**src/rtl/ccm_pipe.sv**
```systemverilog
// 3x3 colour correction matrix with signed offsets, clamp, and frame-synchronised coefficient banks; optional CCM_ROUND_EN adds round-half-up.
// Latency: 3 cycles dvi->dvo in both enable modes; one pixel per cycle.
// Backpressure: none; the pipeline always advances.
`ifndef DTYPE_WIDTH
`define DTYPE_WIDTH 4
`endif

module ccm_pipe #(
    parameter int PIXEL_WIDTH      = 10,
    parameter int COEFF_WIDTH      = 8,
    parameter int COEFF_FRAC_WIDTH = 5,
    parameter int OFFSET_WIDTH     = PIXEL_WIDTH + 1
) (
    input  logic                          clk,
    input  logic                          reset,
    input  logic                          enable,
    input  logic                          dvi,
    input  logic [`DTYPE_WIDTH-1:0]       dtypei,
    input  logic [PIXEL_WIDTH-1:0]        ri,
    input  logic [PIXEL_WIDTH-1:0]        gi,
    input  logic [PIXEL_WIDTH-1:0]        bi,
    input  logic [15:0]                   meta_datai,
    input  logic                          frame_start,
    input  logic                          coeff_we,
    input  logic [3:0]                    coeff_addr,
    input  logic [((COEFF_WIDTH > OFFSET_WIDTH) ? COEFF_WIDTH : OFFSET_WIDTH)-1:0] coeff_data,
    input  logic                          coeff_commit,
    output logic                          commit_pending,
    output logic                          dvo,
    output logic [`DTYPE_WIDTH-1:0]       dtypeo,
    output logic [PIXEL_WIDTH-1:0]        ro,
    output logic [PIXEL_WIDTH-1:0]        go,
    output logic [PIXEL_WIDTH-1:0]        bo,
    output logic [15:0]                   meta_datao
);

    localparam int PROD_W  = COEFF_WIDTH + PIXEL_WIDTH + 1;
    localparam int ACC_W   = PIXEL_WIDTH + COEFF_WIDTH + 3;
    localparam int SAT_LSB = PIXEL_WIDTH + COEFF_FRAC_WIDTH;
`ifdef CCM_ROUND_EN
    localparam int RND_I = 1 << (COEFF_FRAC_WIDTH - 1);
`else
    localparam int RND_I = 0;
`endif
    localparam logic signed [COEFF_WIDTH-1:0] COEFF_ONE = COEFF_WIDTH'(1 << COEFF_FRAC_WIDTH);

    logic signed [COEFF_WIDTH-1:0]  shd_m [9];
    logic signed [COEFF_WIDTH-1:0]  act_m [9];
    logic signed [OFFSET_WIDTH-1:0] shd_o [3];
    logic signed [OFFSET_WIDTH-1:0] act_o [3];
    logic                           copy;

    // A commit arriving together with frame_start is applied immediately.
    assign copy = frame_start && (commit_pending || coeff_commit);

    always_ff @(posedge clk) begin
        if (reset) begin
            for (int i = 0; i < 9; i++) begin
                shd_m[i] <= (i % 4 == 0) ? COEFF_ONE : '0;
                act_m[i] <= (i % 4 == 0) ? COEFF_ONE : '0;
            end
            for (int i = 0; i < 3; i++) begin
                shd_o[i] <= '0;
                act_o[i] <= '0;
            end
            commit_pending <= 1'b0;
        end else begin
            if (copy) begin
                for (int i = 0; i < 9; i++) act_m[i] <= shd_m[i];
                for (int i = 0; i < 3; i++) act_o[i] <= shd_o[i];
            end
            if (coeff_we) begin
                for (int i = 0; i < 9; i++)
                    if (coeff_addr == 4'(i)) shd_m[i] <= coeff_data[COEFF_WIDTH-1:0];
                for (int i = 0; i < 3; i++)
                    if (coeff_addr == 4'(i + 9)) shd_o[i] <= coeff_data[OFFSET_WIDTH-1:0];
            end
            if (copy)
                commit_pending <= 1'b0;
            else if (coeff_commit)
                commit_pending <= 1'b1;
        end
    end

    logic signed [PIXEL_WIDTH:0] pix_x [3];
    assign pix_x[0] = $signed({1'b0, ri});
    assign pix_x[1] = $signed({1'b0, gi});
    assign pix_x[2] = $signed({1'b0, bi});

    logic                           s1_vld, s1_en;
    logic [`DTYPE_WIDTH-1:0]        s1_dtype;
    logic [15:0]                    s1_meta;
    logic [PIXEL_WIDTH-1:0]         s1_pix  [3];
    logic signed [PROD_W-1:0]       s1_prod [9];
    logic signed [OFFSET_WIDTH-1:0] s1_off  [3];

    always_ff @(posedge clk) begin
        if (reset) begin
            s1_vld   <= 1'b0;
            s1_en    <= 1'b0;
            s1_dtype <= '0;
            s1_meta  <= '0;
            for (int i = 0; i < 3; i++) begin
                s1_pix[i] <= '0;
                s1_off[i] <= '0;
            end
            for (int k = 0; k < 9; k++) s1_prod[k] <= '0;
        end else begin
            s1_vld    <= dvi;
            s1_en     <= enable;
            s1_dtype  <= dtypei;
            s1_meta   <= meta_datai;
            s1_pix[0] <= ri;
            s1_pix[1] <= gi;
            s1_pix[2] <= bi;
            // Products index row-major: k = row*3 + col, col selects r/g/b.
            for (int k = 0; k < 9; k++)
                s1_prod[k] <= PROD_W'(act_m[k]) * PROD_W'(pix_x[k % 3]);
            for (int i = 0; i < 3; i++) s1_off[i] <= act_o[i];
        end
    end

    logic                      s2_vld, s2_en;
    logic [`DTYPE_WIDTH-1:0]   s2_dtype;
    logic [15:0]               s2_meta;
    logic [PIXEL_WIDTH-1:0]    s2_pix [3];
    logic signed [ACC_W-1:0]   s2_acc [3];

    always_ff @(posedge clk) begin
        if (reset) begin
            s2_vld   <= 1'b0;
            s2_en    <= 1'b0;
            s2_dtype <= '0;
            s2_meta  <= '0;
            for (int i = 0; i < 3; i++) begin
                s2_pix[i] <= '0;
                s2_acc[i] <= '0;
            end
        end else begin
            s2_vld   <= s1_vld;
            s2_en    <= s1_en;
            s2_dtype <= s1_dtype;
            s2_meta  <= s1_meta;
            for (int i = 0; i < 3; i++) begin
                s2_pix[i] <= s1_pix[i];
                s2_acc[i] <= ACC_W'(s1_prod[3*i]) + ACC_W'(s1_prod[3*i+1]) + ACC_W'(s1_prod[3*i+2])
                           + (ACC_W'(s1_off[i]) <<< COEFF_FRAC_WIDTH) + ACC_W'(RND_I);
            end
        end
    end

    function automatic logic [PIXEL_WIDTH-1:0] clamp(input logic signed [ACC_W-1:0] a);
        if (a[ACC_W-1])
            return '0;
        if (|a[ACC_W-2:SAT_LSB])
            return '1;
        return a[SAT_LSB-1:COEFF_FRAC_WIDTH];
    endfunction

    always_ff @(posedge clk) begin
        if (reset) begin
            dvo        <= 1'b0;
            dtypeo     <= '0;
            meta_datao <= '0;
            ro         <= '0;
            go         <= '0;
            bo         <= '0;
        end else begin
            dvo        <= s2_vld;
            dtypeo     <= s2_dtype;
            meta_datao <= s2_meta;
            ro         <= s2_en ? clamp(s2_acc[0]) : s2_pix[0];
            go         <= s2_en ? clamp(s2_acc[1]) : s2_pix[1];
            bo         <= s2_en ? clamp(s2_acc[2]) : s2_pix[2];
        end
    end

endmodule

```
**config.mk**
```make
export PLATFORM = sky130hd
export DESIGN_NAME = ccm_pipe
export DESIGN_NICKNAME = d
export VERILOG_FILES = /design/src/rtl/ccm_pipe.sv
export SDC_FILE = /design/constraint.sdc
export NUM_CORES = 2
export LEC_CHECK = 0
export BUFFER_PORTS_ARGS = -buffer_cell sky130_fd_sc_hd__buf_2
export CORE_MARGIN = 2
export CORE_UTILIZATION = 39
export CTS_CLUSTER_SIZE = 10
export DETAILED_ROUTE_END_ITERATION = 7
export HOLD_SLACK_MARGIN = 0.06
export SLEW_MARGIN = 0
export SYNTH_ARGS = -nofsm -noshare
export SYNTH_HDL_FRONTEND = slang
export SYNTH_SLANG_ARGS = --single-unit
```
**constraint.sdc**
```tcl
create_clock -name clk -period 12.6 [get_ports clk]
set_clock_uncertainty 0.2 [all_clocks]
set_input_delay 1.26 -clock clk [delete_from_list [all_inputs] [get_ports clk]]
set_output_delay 1.26 -clock clk [all_outputs]
set_load 0.1 [all_outputs]
```
==> impl_metrics.json <==
{
  "cpMostUsedCell": "fa_1",
  "wirelength_um": 116000,
  "globalRoute.busiestLayer": "met2",
  "drt-vias-per-instance": 4.83,
  "syn_avg_cell_area_um2": 10.1,
  "finalSetupTns_ns": 0,
  "sw_frac_of_total_pct": 40.5,
  "met1_usage_pct": 25.8,
  "tightest_slew_ns": 1.19,
  "cp_top_family": "adder cells",
  "start_util_pct": 39.2,
  "yosys-top-cells-area": "fa_1, dfxtp_1, edfxtp_1",
  "crit_buf_inv": 4,
  "io_pins": 124,
  "grt_max_degree": 91,
  "power_density_mw_per_mm2": 178,
  "cp_slowest_stage_delay_ns": 0.52,
  "rows": 128,
  "clock_latency_ns": 0.64,
  "place_area_mm2": 0.0496,
  "drv_slew": 0,
  "grt_pass1_wl_um": 184000,
  "firstDrtPassIters": 5,
  "dieWidth_um": 353,
  "wl_per_cell_um": 18.0,
  "placed_cells": 6289,
  "drive_above_1_share_pct": 5.71,
  "core-area_mm2": 0.121,
  "stdcell_count": 6427,
  "netlist_instances": 4707,
  "grt_pass1_vias": 32200,
  "max_freq_mhz": 183,
  "critPathKind": "in -> reg",
  "combPwrFrac_pct": 48.3,
  "cp_max_fo": 25,
  "synthToLayoutAreaGrowth_pct": 9.51,
  "utilization_pct": 42.9,
  "slew_headroom_pct": 20.8,
  "peakVddDrop_uv": 135,
  "num-fill-cells": 11700,
  "root_buffer": "clkbuf_16",
  "end_kind": "flop",
  "yosys_warnings": 0,
  "drt.antenna.violating_nets": 0,
  "min_path_type": "reg -> reg",
  "gr-usage-all-layers_pct": 18.9,
  "drtIter0Drc": 1822,
  "synth_edf_count": 210,
  "ys_ff_latch": 618,
  "p_seq_share_pct": 28.6,
  "ys.flop_type": "dfxtp_1",
  "clk_path_buf_depth": 3,
  "finalSetupViolCount": 0,
  "drc": 0,
  "clock_power_share_pct": 23.1,
  "ys_types": 73,
  "gr-total-overflow": 0,
  "cts_tree": "done",
  "cts-hold-fix-buffers": 0,
  "power_switching_uw": 3750,
  "syn_nets": 5805,
  "yosysMostFrequentCell": "inv_1",
  "synth-seq-area-share_pct": 30.5,
  "ctsResizeCount": 0,
  "critPathSlowestCell": "fa_1",
  "htreeDepth": 3,
  "period_share_pct": 43.3,
  "worst_ep_arrival_time_ns": 5.75,
  "cts_setup_buffers": 0,
  "power.total_uw": 9260,
  "synth_top_area_share_pct": 22.8,
  "die_h_um": 353,
  "leakage_uw": 0.0247,
  "cp-start-kind": "input port",
  "grt_use_met3_pct": 2.29,
  "maxCapViolCount": 0,
  "internal_power_uw": 5510,
  "cts_sinks": 618,
  "rsz0062_at_grt": "false",
  "num_vias": 31000,
  "yosys.area.top_type": "fa_1",
  "synth.cell_area_mm2": 0.0475,
  "clkSlewWorstSetupHoldPaths_ns": 0.05,
  "synth_common_cells": "inv_1, and2_1, fa_1",
  "final_net_count": 5842,
  "crit_chain": "buf_2 -> nand2_1 -> fa_1 -> fa_1 -> inv_1 -> fa_1 -> inv_1 -> fa_1 -> inv_1 -> ha_1 -> o21a_1 -> o31a_1 -> o211ai_1 -> a21oi_1 -> nor4_1 -> xor2_1 -> nor2_1",
  "globalRouteMet2Util_pct": 31.9,
  "cts_made_buffers": 78,
  "required_ns": 12.90,
  "finalHoldViolations": 0,
  "gp_congestion": 0.853,
  "io_buffers": 123,
  "synthArstFlopShare_pct": 0,
  "stdcell_area_mm2": 0.0520,
  "multiInputGateArea_mm2": 0.0297,
  "run_status": "finished clean",
  "dieArea_mm2": 0.125,
  "antenna_found_initial": 15,
  "dpl.hpwl_um": 88700,
  "register_area_mm2": 0.0145,
  "finalCriticalPeriod_ns": 5.45
}
## cells in the final DEF (no fill, tap or decap), types with 9 or more instances in the layout
cell,Yosys,final
xor2_1,67,67
fa_1,540,540
nor2b_1,241,241
dfxtp_1,408,407
nor2_1,354,353
a211oi_1,22,22
o21ai_0,63,62
o21a_1,45,45
xnor2_1,59,59
o21ai_1,14,15
nand2_1,251,251
nor3_1,47,47
nand2b_1,50,49
ha_1,486,486
a21o_1,49,49
clkbuf_1,148,30
edfxtp_1,210,210
or3_1,9,9
clkbuf_16,0,80
and2_1,569,569
o211ai_1,10,10
o31ai_1,9,9
nand3_1,21,21
nor3b_1,12,12
mux2_2,11,11
buf_2,1,122
a21oi_1,102,102
o21bai_1,10,10
mux2i_1,33,33
and3_1,23,23
clkinv_1,7,10
inv_1,697,697
## stage by stage
step / setup slack, ns / hold slack [ns]
final: 7.15 / 0.221
after global routing: 6.89 / 0.247
after CTS: 7.23 / 0.222
after floorplan: 7.05 / 0.214
after detailed placement: 6.57 / 0.220
after global placement: 6.62 / 0.216
## power groups by stage
| stage | clock (µW) | combinational [µW] | sequential [µW] |
|---|---|---|---|
| floorplan | 0 | 3360 | 2590 |
| global placement | 0 | 4410 | 2700 |
| detailed placement | 0 | 4460 | 2700 |
| CTS | 2180 | 4500 | 2660 |
| global route | 2250 | 5120 | 2680 |
| finish | 2130 | 4470 | 2650 |
## cells by family (layout without fill, tap and decap cells)
| group | count (synthesis) | in the layout | share of synthesized area [%] |
|---|---|---|---|
| adder cells (fa/ha/maj) | 1026 | 1026 | 35.6 |
| XOR/XNOR | 126 | 126 | 2.32 |
| buffers and inverters | 878 | 969 | 6.94 |
| AO/OA/AOI/OAI | 400 | 400 | 5.66 |
| multiplexers | 45 | 45 | 0.980 |
| AND/OR/NAND/NOR | 1614 | 1614 | 18.0 |
| flip-flops | 618 | 618 | 30.5 |
| other | 0 | 4 | 0 |
## routing by layer
layer  part of all wire, %  vias to the layer above
met1                    46                    15400
met4                   2.5                        8
li1                      -                    14900
met5                 0.041                        -
met2                    47                      582
met3                   4.2                      155
## cell type report
cell class                 instances  share of cell area (%)
clock buffer                     116                    4.23
inverter                         704                    5.08
tap                             1625                    3.91
clock inverter                    18                   0.421
timing repair buffer             131                    1.32
antenna                            4                  0.0193
multi-input combinational       3211                    57.2
sequential                       618                    27.8
## state kept, by name, indices dropped and copies added (netlist names), 10 cells and up
signal and cells:
s1_meta 16, ro 10, s1_prod 171, shd_m 72, s2_acc 48, meta_datao 16
s2_meta 16, go 10, act_o 33, act_m 72, bo 10, s1_off 33
s2_pix 30, s1_pix 30, shd_o 33
## worst register-to-register path: stages (launching register included)
cell,delay (ns)
edfxtp_1,0.52
clkinv_1,0.36
fa_1,0.58
fa_1,0.52
inv_1,0.05
fa_1,0.52
inv_1,0.05
fa_1,0.47
inv_1,0.04
ha_1,0.31
o21a_1,0.20
o31a_1,0.13
o211ai_1,0.17
a21oi_1,0.10
nor4_1,0.43
xor2_1,0.27
nor2_1,0.07
## path summary, 6_finish.rpt
check / from / to / slack [ns] / depth (start not counted)
setup reg to reg: act_m[0][47]$_SDFFCE_PN0P_ / s1_prod[0][109]$_SDFF_PP0_ / 7.47 / 16
setup / recovery: bi[7] / s1_prod[0][109]$_SDFF_PP0_ / 7.15 / 17
hold reg to reg: s1_pix[0][3]$_SDFF_PP0_ / s2_pix[0][3]$_SDFF_PP0_ / 0.22 / 1
hold / removal: s1_pix[0][3]$_SDFF_PP0_ / s2_pix[0][3]$_SDFF_PP0_ / 0.22 / 1
No activity file was read; power rests on OpenSTA's default activity.
